--- src/rtl/jk_counter_pkg.sv ---
// Shared encodings for the JK counter controller: FSM states and per-stage
// {J,K} command codes.
package jk_counter_pkg;

  // 2'b11 is unused; the controller steers it back to IDLE.
  typedef enum logic [1:0] {
    IDLE = 2'b00,
    RUN  = 2'b01,
    DONE = 2'b10
  } state_t;

  typedef logic [1:0] jk_cmd_t;

  localparam jk_cmd_t HOLD = 2'b00;
  localparam jk_cmd_t CLR  = 2'b01;
  localparam jk_cmd_t SET  = 2'b10;
  localparam jk_cmd_t TOG  = 2'b11;

endpackage

--- src/rtl/jk_counter_ctrl_if.sv ---
// Control/status bundle between system control logic (master) and the JK
// counter controller (slave); state_dbg exposes the FSM for checkers.
//
// Handshake: there is no valid/ready pair. start/stop/load/dir/oneshot are
// levels sampled on every rising clk edge; q/tc/busy/state_dbg are registered
// and valid from the edge that produced them.
interface jk_counter_ctrl_if #(
  parameter int WIDTH = 4
);
  import jk_counter_pkg::*;

  logic             start;
  logic             stop;
  logic             dir;
  logic             oneshot;
  logic             load;
  logic [WIDTH-1:0] load_val;
  logic [WIDTH-1:0] q;
  logic             tc;
  logic             busy;
  state_t           state_dbg;

  modport master (
    output start, stop, dir, oneshot, load, load_val,
    input  q, tc, busy, state_dbg
  );

  modport slave (
    input  start, stop, dir, oneshot, load, load_val,
    output q, tc, busy, state_dbg
  );

endinterface

--- src/rtl/jk_stage.sv ---
// One JK flip-flop stage of the counter bank, asynchronously cleared to 0.
module jk_stage
  import jk_counter_pkg::*;
(
  input  logic clk,
  input  logic rst_n,
  input  logic j,
  input  logic k,
  output logic q,
  output logic qbar
);

  always_ff @(posedge clk or negedge rst_n) begin
    if (!rst_n) begin
      q <= 1'b0;
    end else begin
      case ({j, k})
        HOLD:    q <= q;
        CLR:     q <= 1'b0;
        SET:     q <= 1'b1;
        default: q <= ~q;
      endcase
    end
  end

  assign qbar = ~q;

endmodule

--- src/rtl/jk_counter_ctrl.sv ---
// Start/stop, up/down, modulo-MOD counter controller. Every q update is made
// by steering the J/K inputs of a WIDTH-bit bank of jk_stage flops.
module jk_counter_ctrl
  import jk_counter_pkg::*;
#(
  parameter int WIDTH = 4,
  parameter int MOD   = 10
) (
  input logic          clk,
  input logic          rst_n,
  jk_counter_ctrl_if.slave bus
);

  localparam logic [WIDTH:0]   MOD_EXT = (WIDTH+1)'(MOD);
  localparam logic [WIDTH-1:0] MAX_VAL = WIDTH'(MOD - 1);

  state_t           state;
  state_t           state_nxt;
  logic [WIDTH-1:0] q;
  logic [WIDTH-1:0] qbar;
  logic [WIDTH-1:0] j_vec;
  logic [WIDTH-1:0] k_vec;
  logic [WIDTH-1:0] load_tgt;
  logic             count_en;
  logic             wrap;
  logic             busy;
  logic             tc_q;

  // Counting happens only in RUN and only when load/stop do not claim the edge.
  assign count_en = (state == RUN) && !bus.load && !bus.stop;
  assign wrap     = count_en && (bus.dir ? (q == MAX_VAL) : (q == '0));
  assign load_tgt = ({1'b0, bus.load_val} < MOD_EXT) ? bus.load_val : '0;

  always_ff @(posedge clk or negedge rst_n) begin
    if (!rst_n) begin
      state <= IDLE;
    end else begin
      state <= state_nxt;
    end
  end

  always_comb begin
    state_nxt = state;
    case (state)
      IDLE: begin
        if (!bus.load && !bus.stop && bus.start) state_nxt = RUN;
      end
      RUN: begin
        if (bus.load)                    state_nxt = RUN;
        else if (bus.stop)               state_nxt = IDLE;
        else if (wrap && bus.oneshot)    state_nxt = DONE;
      end
      DONE: begin
        if (bus.load || bus.stop)        state_nxt = IDLE;
        else if (bus.start)              state_nxt = RUN;
      end
      default: state_nxt = IDLE;
    endcase
  end

  // Per-bit J/K mux: load > wrap target > ripple toggle > hold.
  always_comb begin
    jk_cmd_t c;
    logic    carry_up;
    logic    carry_dn;
    busy     = (state == RUN);
    j_vec    = '0;
    k_vec    = '0;
    carry_up = 1'b1;
    carry_dn = 1'b1;
    c        = HOLD;
    for (int i = 0; i < WIDTH; i++) begin
      c = HOLD;
      if (bus.load) begin
        c = load_tgt[i] ? SET : CLR;
      end else if (count_en) begin
        if (wrap) begin
          if (bus.dir) c = q[i] ? CLR : HOLD;
          else         c = MAX_VAL[i] ? SET : CLR;
        end else if (bus.dir) begin
          c = carry_up ? TOG : HOLD;
        end else begin
          c = carry_dn ? TOG : HOLD;
        end
      end
      j_vec[i] = c[1];
      k_vec[i] = c[0];
      carry_up = carry_up & q[i];
      carry_dn = carry_dn & qbar[i];
    end
  end

  always_ff @(posedge clk or negedge rst_n) begin
    if (!rst_n) begin
      tc_q <= 1'b0;
    end else begin
      tc_q <= wrap;
    end
  end

  for (genvar g = 0; g < WIDTH; g++) begin : g_bank
    jk_stage u_stage (
      .clk  (clk),
      .rst_n(rst_n),
      .j    (j_vec[g]),
      .k    (k_vec[g]),
      .q    (q[g]),
      .qbar (qbar[g])
    );
  end

  assign bus.q         = q;
  assign bus.tc        = tc_q;
  assign bus.busy      = busy;
  assign bus.state_dbg = state;

endmodule

--- src/flat_wrapper.sv ---
// flat-port wrapper written by rule: the top's interface ports become plain ports
module jk_counter_ctrl_flat import jk_counter_pkg::*;
#(
  parameter int WIDTH = 4,
  parameter int MOD   = 10
)
  (clk, rst_n, bus_start, bus_stop, bus_dir, bus_oneshot, bus_load, bus_load_val, bus_q, bus_tc, bus_busy, bus_state_dbg);
  jk_counter_ctrl_if #(.WIDTH(WIDTH)) bus_i ();
  input logic clk;
  input logic rst_n;
  input wire logic [$bits(bus_i.start)-1:0] bus_start;
  input wire logic [$bits(bus_i.stop)-1:0] bus_stop;
  input wire logic [$bits(bus_i.dir)-1:0] bus_dir;
  input wire logic [$bits(bus_i.oneshot)-1:0] bus_oneshot;
  input wire logic [$bits(bus_i.load)-1:0] bus_load;
  input wire logic [$bits(bus_i.load_val)-1:0] bus_load_val;
  output wire logic [$bits(bus_i.q)-1:0] bus_q;
  output wire logic [$bits(bus_i.tc)-1:0] bus_tc;
  output wire logic [$bits(bus_i.busy)-1:0] bus_busy;
  output wire logic [$bits(bus_i.state_dbg)-1:0] bus_state_dbg;
  assign bus_i.start = bus_start;
  assign bus_i.stop = bus_stop;
  assign bus_i.dir = bus_dir;
  assign bus_i.oneshot = bus_oneshot;
  assign bus_i.load = bus_load;
  assign bus_i.load_val = bus_load_val;
  assign bus_q = bus_i.q;
  assign bus_tc = bus_i.tc;
  assign bus_busy = bus_i.busy;
  assign bus_state_dbg = bus_i.state_dbg;
  jk_counter_ctrl #(.WIDTH(WIDTH), .MOD(MOD)) u_core (.clk(clk), .rst_n(rst_n), .bus(bus_i));
endmodule
--- config.mk ---
export PLATFORM = sky130hd
export DESIGN_NAME = jk_counter_ctrl_flat
export DESIGN_NICKNAME = d
export VERILOG_FILES = /design/src/rtl/jk_counter_pkg.sv /design/src/rtl/jk_counter_ctrl_if.sv /design/src/rtl/jk_stage.sv /design/src/rtl/jk_counter_ctrl.sv /design/src/flat_wrapper.sv
export SDC_FILE = /design/constraint.sdc
export NUM_CORES = 1
export LEC_CHECK = 0
export ABC_AREA = 1
export CAP_MARGIN = 20
export CORE_MARGIN = 5
export CORE_UTILIZATION = 48
export CTS_CLUSTER_SIZE = 16
export DETAILED_ROUTE_END_ITERATION = 10
export PLACE_DENSITY_LB_ADDON = 0.05
export SLEW_MARGIN = 15
export SYNTH_ARGS = -nofsm -noshare
export SYNTH_HDL_FRONTEND = slang
export SYNTH_SLANG_ARGS = --single-unit
--- constraint.sdc ---
create_clock -name clk -period 1.95 [get_ports clk]
set_input_delay 0.39 -clock clk [delete_from_list [all_inputs] [get_ports clk]]
set_output_delay 0.39 -clock clk [all_outputs]
set_load 0.005 [all_outputs]
Word-level counts from Yosys, hierarchy flattened. Index checks and enable logic that the tools add are counted.

Magnitude comparators: 1. Eq/ne operators: 14. Muxes and demuxes: 46. Bitwise logic cells: 8. Reductions and logical operators: 16.

Operators with widths (number): 2-bit two-way mux (35); 1-bit case mux with 3 select lines (4); 2-bit by 1-bit == test with 1-bit output (second input constant) (5); 2-bit == test (second input constant) (5); 2-bit zero test (5); 1-bit logical AND (6); 2-bit case mux with 3 select lines (1); 1-bit two-way mux (5); 1-bit AND (4); 4-bit == test (second input constant) (1); 4-bit zero test (1); 4-bit less-than comparator (second input constant) (1); 4-bit two-way mux (1); 4-bit by 3-bit != test with 1-bit output (second input constant) (1); 1-bit NOT (4); 3-bit by 2-bit != test with 1-bit output (second input constant) (1); 3-bit AND reduction (1); 1-bit zero test (2); 2-bit by 1-bit != test with 1-bit output (second input constant) (1); 1-bit logical OR (1).

Flip-flop bits (word level): 7. Input bits: 11.

Longest topological paths before layout.
Depth in word-level cells: 10. Gate-level depth with buffers: 13.

Hierarchy. From an unflattened synthesis, not the netlist that was laid out.

Cell total of the unflattened synthesis: 140. Area total of the unflattened synthesis: 855.8 um^2.

Modules (own cells, without submodules): jk_counter_ctrl (instances 1, cells each 84, area each 485.5 um^2, seq. area each 75.1 um^2); jk_stage (instances 4, cells each 14, area each 92.6 um^2, seq. area each 25.0 um^2).

Worst setup path before layout. Ideal clock, no wire load.

Kind: register -> register. From: register u_core.g_bank[0].u_stage.q. To: register u_core.g_bank[3].u_stage.q. Library setup time: 65 ps. Arrival time: 1612 ps. Required time: 1885 ps. Setup slack: 273 ps. Stages on the path, launching flop included: 13. Buffers on the path: 0. Path through: dfrtp_1 > nor2_2 > nand2_1 > nand2_2 > nand3_4 > nand2_1 > inv_1 > nor2_1 > nor2_1 > ha_1 > a21oi_1 > o21ai_0 > nand2_1.

Longest elaborated chain between the ends: 10. Elaborated cells between the ends (all ways): 19. Those cells by class: 3 x eq/ne; 8 x mux; 5 x bitwise; 3 x reduce/logical.

Ends and longest elaborated chain: start, declared (line jk_stage.sv:9) `output logic q,`; start signal, assigned (line jk_stage.sv:18) `HOLD: q <= q;`; start signal, assigned (line jk_stage.sv:21) `default: q <= ~q;`; 1-bit NOT (line jk_stage.sv:26) `assign qbar = ~q;`; 1-bit AND (2 in a row) (line jk_counter_ctrl.sv:89) `carry_dn = carry_dn & qbar[i];`; 2-bit two-way mux (line jk_counter_ctrl.sv:83) `c = carry_dn ? TOG : HOLD;`; 2-bit two-way mux (line jk_counter_ctrl.sv:80) `end else if (bus.dir) begin`; 2-bit two-way mux * (line jk_counter_ctrl.sv:77) `if (wrap) begin`; 2-bit two-way mux * (line jk_counter_ctrl.sv:76) `end else if (count_en) begin`; 2-bit two-way mux * (line jk_counter_ctrl.sv:74) `if (bus.load) begin`; 2-bit == test (tied with other cells) (line jk_stage.sv:17) `case ({j, k})`; 1-bit case mux with 3 select lines (line jk_stage.sv:17); end signal, assigned (line jk_stage.sv:18); end signal, assigned (line jk_stage.sv:21); end, declared (line jk_stage.sv:9).

Mark *: on every way between the ends. The rest lies on a longest branch, timed or not. A chain may end at the register's enable or synchronous reset.

Worst setup path after layout.
From: register u_core.g_bank[0].u_stage.q. To: register u_core.g_bank[0].u_stage.q.

Longest elaborated chain between the ends: 8. Elaborated cells between the ends (all ways): 14. Those cells by class: 3 x eq/ne; 7 x mux; 1 x bitwise; 3 x reduce/logical.

Ends and longest elaborated chain: 4-bit == test / 4-bit zero test (equally long branches) (line jk_counter_ctrl.sv:31) `assign wrap = count_en && (bus.dir ? (q == MAX_VAL) : (q == '0));`; 1-bit two-way mux (line jk_counter_ctrl.sv:31); 1-bit logical AND (line jk_counter_ctrl.sv:31); 2-bit two-way mux (line jk_counter_ctrl.sv:77); 2-bit two-way mux (line jk_counter_ctrl.sv:76); 2-bit two-way mux (line jk_counter_ctrl.sv:74); 2-bit == test (tied with other cells) (line jk_stage.sv:17); 1-bit case mux with 3 select lines (line jk_stage.sv:17).

Several ways; a longest one is shown, not always the timed one.

==> metrics.md <==
| Metric | Value |
|---|---|
| Pin count of the biggest net entering global routing | `9` |
| RSZ-0062 raised after global routing | `yes` |
| Critical Path Source Type | `flip-flop` |
| Yosys reg bits | `7` |
| Post-synthesis sequential area ratio | `0.223` |
| I/O pin cnt | `19` |
| Final Util | `0.704` |
| Least-Margin Pin Slew | `0.327 ns` |
| Row count | `14` |
| CTS HTree Levels | `1` |
| RD Place Congestion | `0.868` |
| Critical R2R Launch | `u_core.g_bank[0].u_stage.q` |
| Root Driver | `clkbuf_4` |
| Most common library cells after synthesis | `21 x nand2_1, 17 x nor2_1, 12 x inv_1` |
| Netlist cell types | `25` |
| Die Height | `50.4 µm` |
| Worst R2R Path Depth | `11` |
| Normalized max-slew margin | `0.781` |
| CTS hold repair buffers | `0` |
| Final setup viols | `0` |
| DP Cell Count | `152` |
| Worst Path Max Fanout | `8` |
| Final Hold Vio Count | `0` |
| Vias post-DR | `807` |
| Share of synthesized registers carrying an async set or reset | `1.00` |
| Clk_lat worst skew | `0.25 ns` |
| Initial DRC count | `5` |
| Fmax | `0.544 GHz` |
| Share of layout cells above drive strength 1 | `0.254` |
| First-pass GRT wire length | `3360 µm` |
| Final max-slew violation count | `0` |
| Routed Antenna Nets | `0` |
| DRC viols | `0` |
| Status | `completed` |
| Peak VDD IR | `0.476 mV` |
| Post-Route WL | `1880 µm` |
| Synth Net Count | `134` |
| Total CTS buffers | `3` |
| Total global-route track usage | `0.166` |
| WL per Instance | `11.9 µm` |
| Power per standard cell area | `866 nW/µm²` |
| Reg2reg setup slack | `0.11 ns` |
| N_diodes | `0` |
| DIE WIDTH | `50.4 µm` |
| Ranking of synthesized cells by area | `dfrtp_1 22%, ha_1 14%, nand2_1 10%` |
| CTS tree | `yes` |
| Avg Cell Area, Syn | `6.88 µm²` |
| Final #Nets | `163` |
| Prevailing post-synth register cell | `dfrtp_1` |
| Leak | `0.000550 µW` |
| Min cycle time layout | `1.84 ns` |
| CP Data Arrival Time | `2.03 ns` |
| CP Capture Type | `flip-flop` |
| Max cap viols | `0` |
| Clock skew | `0.00101 ns` |
| Vias in the first global route | `833` |
| PortBufs | `18` |
| Initial Util | `0.515` |
| Total gr overflow | `0` |
| Fin crit share | `0.943` |
| CTS sink cnt | `7` |
| DR vias/cell | `5.11` |
| Critical R2R Capture | `u_core.g_bank[0].u_stage.q` |
| HP Class | `input port to asynchronous set/reset pin` |
| Initial DRT Pass Iterations | `4` |
| CP required | `2.14 ns` |
| Area of the mapped netlist | `785 µm²` |
| Post-Syn Instances | `114` |
| Post-synth EDFFs | `0` |
| P&R area growth vs syn | `36.8%` |
| Longest Clk Path Bufs | `2` |
| Final cell count without fillers | `158` |
| Detailed placement HPWL | `1460 µm` |
| Synth warn | `0` |
| Most instantiated library cell after synthesis | `nand2_1` |
| Worst Path Class, Setup | `flip-flop to flip-flop` |
| Die area | `2540 µm²` |
| Share of Yosys cell area claimed by the top area cell type | `0.223` |
| Initial antenna violation count | `0` |
| Clock transition at the registers of the reported paths | `0.05 ns` |
| Core area | `1520 µm²` |
| Leading area contributor after synthesis | `dfrtp_1` |
## worst max-delay path: stages (launching register included)
cell and delay, ns:
dfrtp_2 0.47, nor2_2 0.17, nand2_1 0.08, nand2_2 0.08, nand3_4 0.12, nor2_1 0.11
nor2_1 0.05, nor2_1 0.12, ha_1 0.28, a21oi_2 0.15, o21ai_1 0.09, nand2_1 0.06
## placed cells by master, fill, tap and decap left out, drive strengths merged
master,synthesis,routed
clkbuf,0,5
clkdlybuf4s50,0,15
o21ai,8,8
inv,17,17
a31oi,1,1
nand2,26,26
dlymetal6s2s,0,2
xnor2,1,1
a21oi,12,12
nor3b,1,1
buf,6,12
o21a,1,1
nand3,3,3
o21bai,1,1
o32ai,1,1
dfrtp,7,7
ha,9,9
nor2,20,20
## worst max-delay path by stage
stage	from	end	cells past startpoint
4_1_cts	bus_load	u_core.g_bank[3].u_stage.q	13
3_3_place_gp	bus_dir	u_core.g_bank[1].u_stage.q	9
3_5_place_dp	bus_dir	u_core.g_bank[1].u_stage.q	9
2_1_floorplan	u_core.g_bank[0].u_stage.q	u_core.g_bank[3].u_stage.q	12
6_report	u_core.g_bank[0].u_stage.q	u_core.g_bank[0].u_stage.q	11
5_1_grt	u_core.g_bank[0].u_stage.q	u_core.g_bank[0].u_stage.q	9
## cells by family after synthesis
| logic type | share of synthesized area |
|---|---|
| adder cells (fa/ha/maj) | 0.144 |
| AND/OR/NAND/NOR | 0.316 |
| buffers and inverters | 0.136 |
| flip-flops | 0.223 |
| XOR/XNOR | 0.0112 |
| AO/OA/AOI/OAI | 0.171 |
## repair_timing
action	4_1_cts	5_1_grt
setup endpoints to repair	3	4
gates resized for setup	1	10
pin swaps	2	4
buffers inserted	1	1
gates cloned	0	0
## where the power goes
| group | switching [µW] | leakage (µW) | internal [µW] |
|---|---|---|---|
| clock network | 55.0 | 0.0000150 | 78.2 |
| registers | 90.8 | 0.0000858 | 194 |
| logic | 245 | 0.000449 | 267 |
| total | 391 | 0.000550 | 540 |
## sequential cells by signal (all words and copies together) (netlist names)
register / flops
u_core.g_bank.u_stage.q: 4
u_core.bus.state_dbg: 2
u_core.bus.tc: 1
## area by class of cell
type                       instances  area [µm²]
multi-input combinational         84         513
fill                             137         450
timing repair buffer              30         270
sequential                         7         178
inverter                          17        66.3
clock buffer                       4        26.3
tap                               16        20.0
## per-stage QoR
| stage | hold WS [ns] | area (µm²) | power, µW | setup slack (ns) | setup TNS [ns] |
|---|---|---|---|---|---|
| after floorplan | 0.0944 | 785 | 594 | 0.273 | 0 |
| after global routing | 0.418 | 1070 | 1030 | -0.0238 | -0.0338 |
| final | 0.401 | 1070 | 930 | 0.110 | 0 |
| after global placement | 0.566 | 1020 | 753 | -0.283 | -0.959 |
| after CTS | 0.403 | 1050 | 914 | 0.0128 | 0 |
| after detailed placement | 0.569 | 1020 | 772 | -0.368 | -1.23 |
## metal layers
layer  GRT usage  up-vias  part of all wire
li1            -      418                 -
met5           0        -                 0
met4      0.0894        0             0.020
met3      0.0237        4             0.044
met1       0.173      367              0.42
met2       0.312       18              0.51
(Power assumes the default switching activity.)
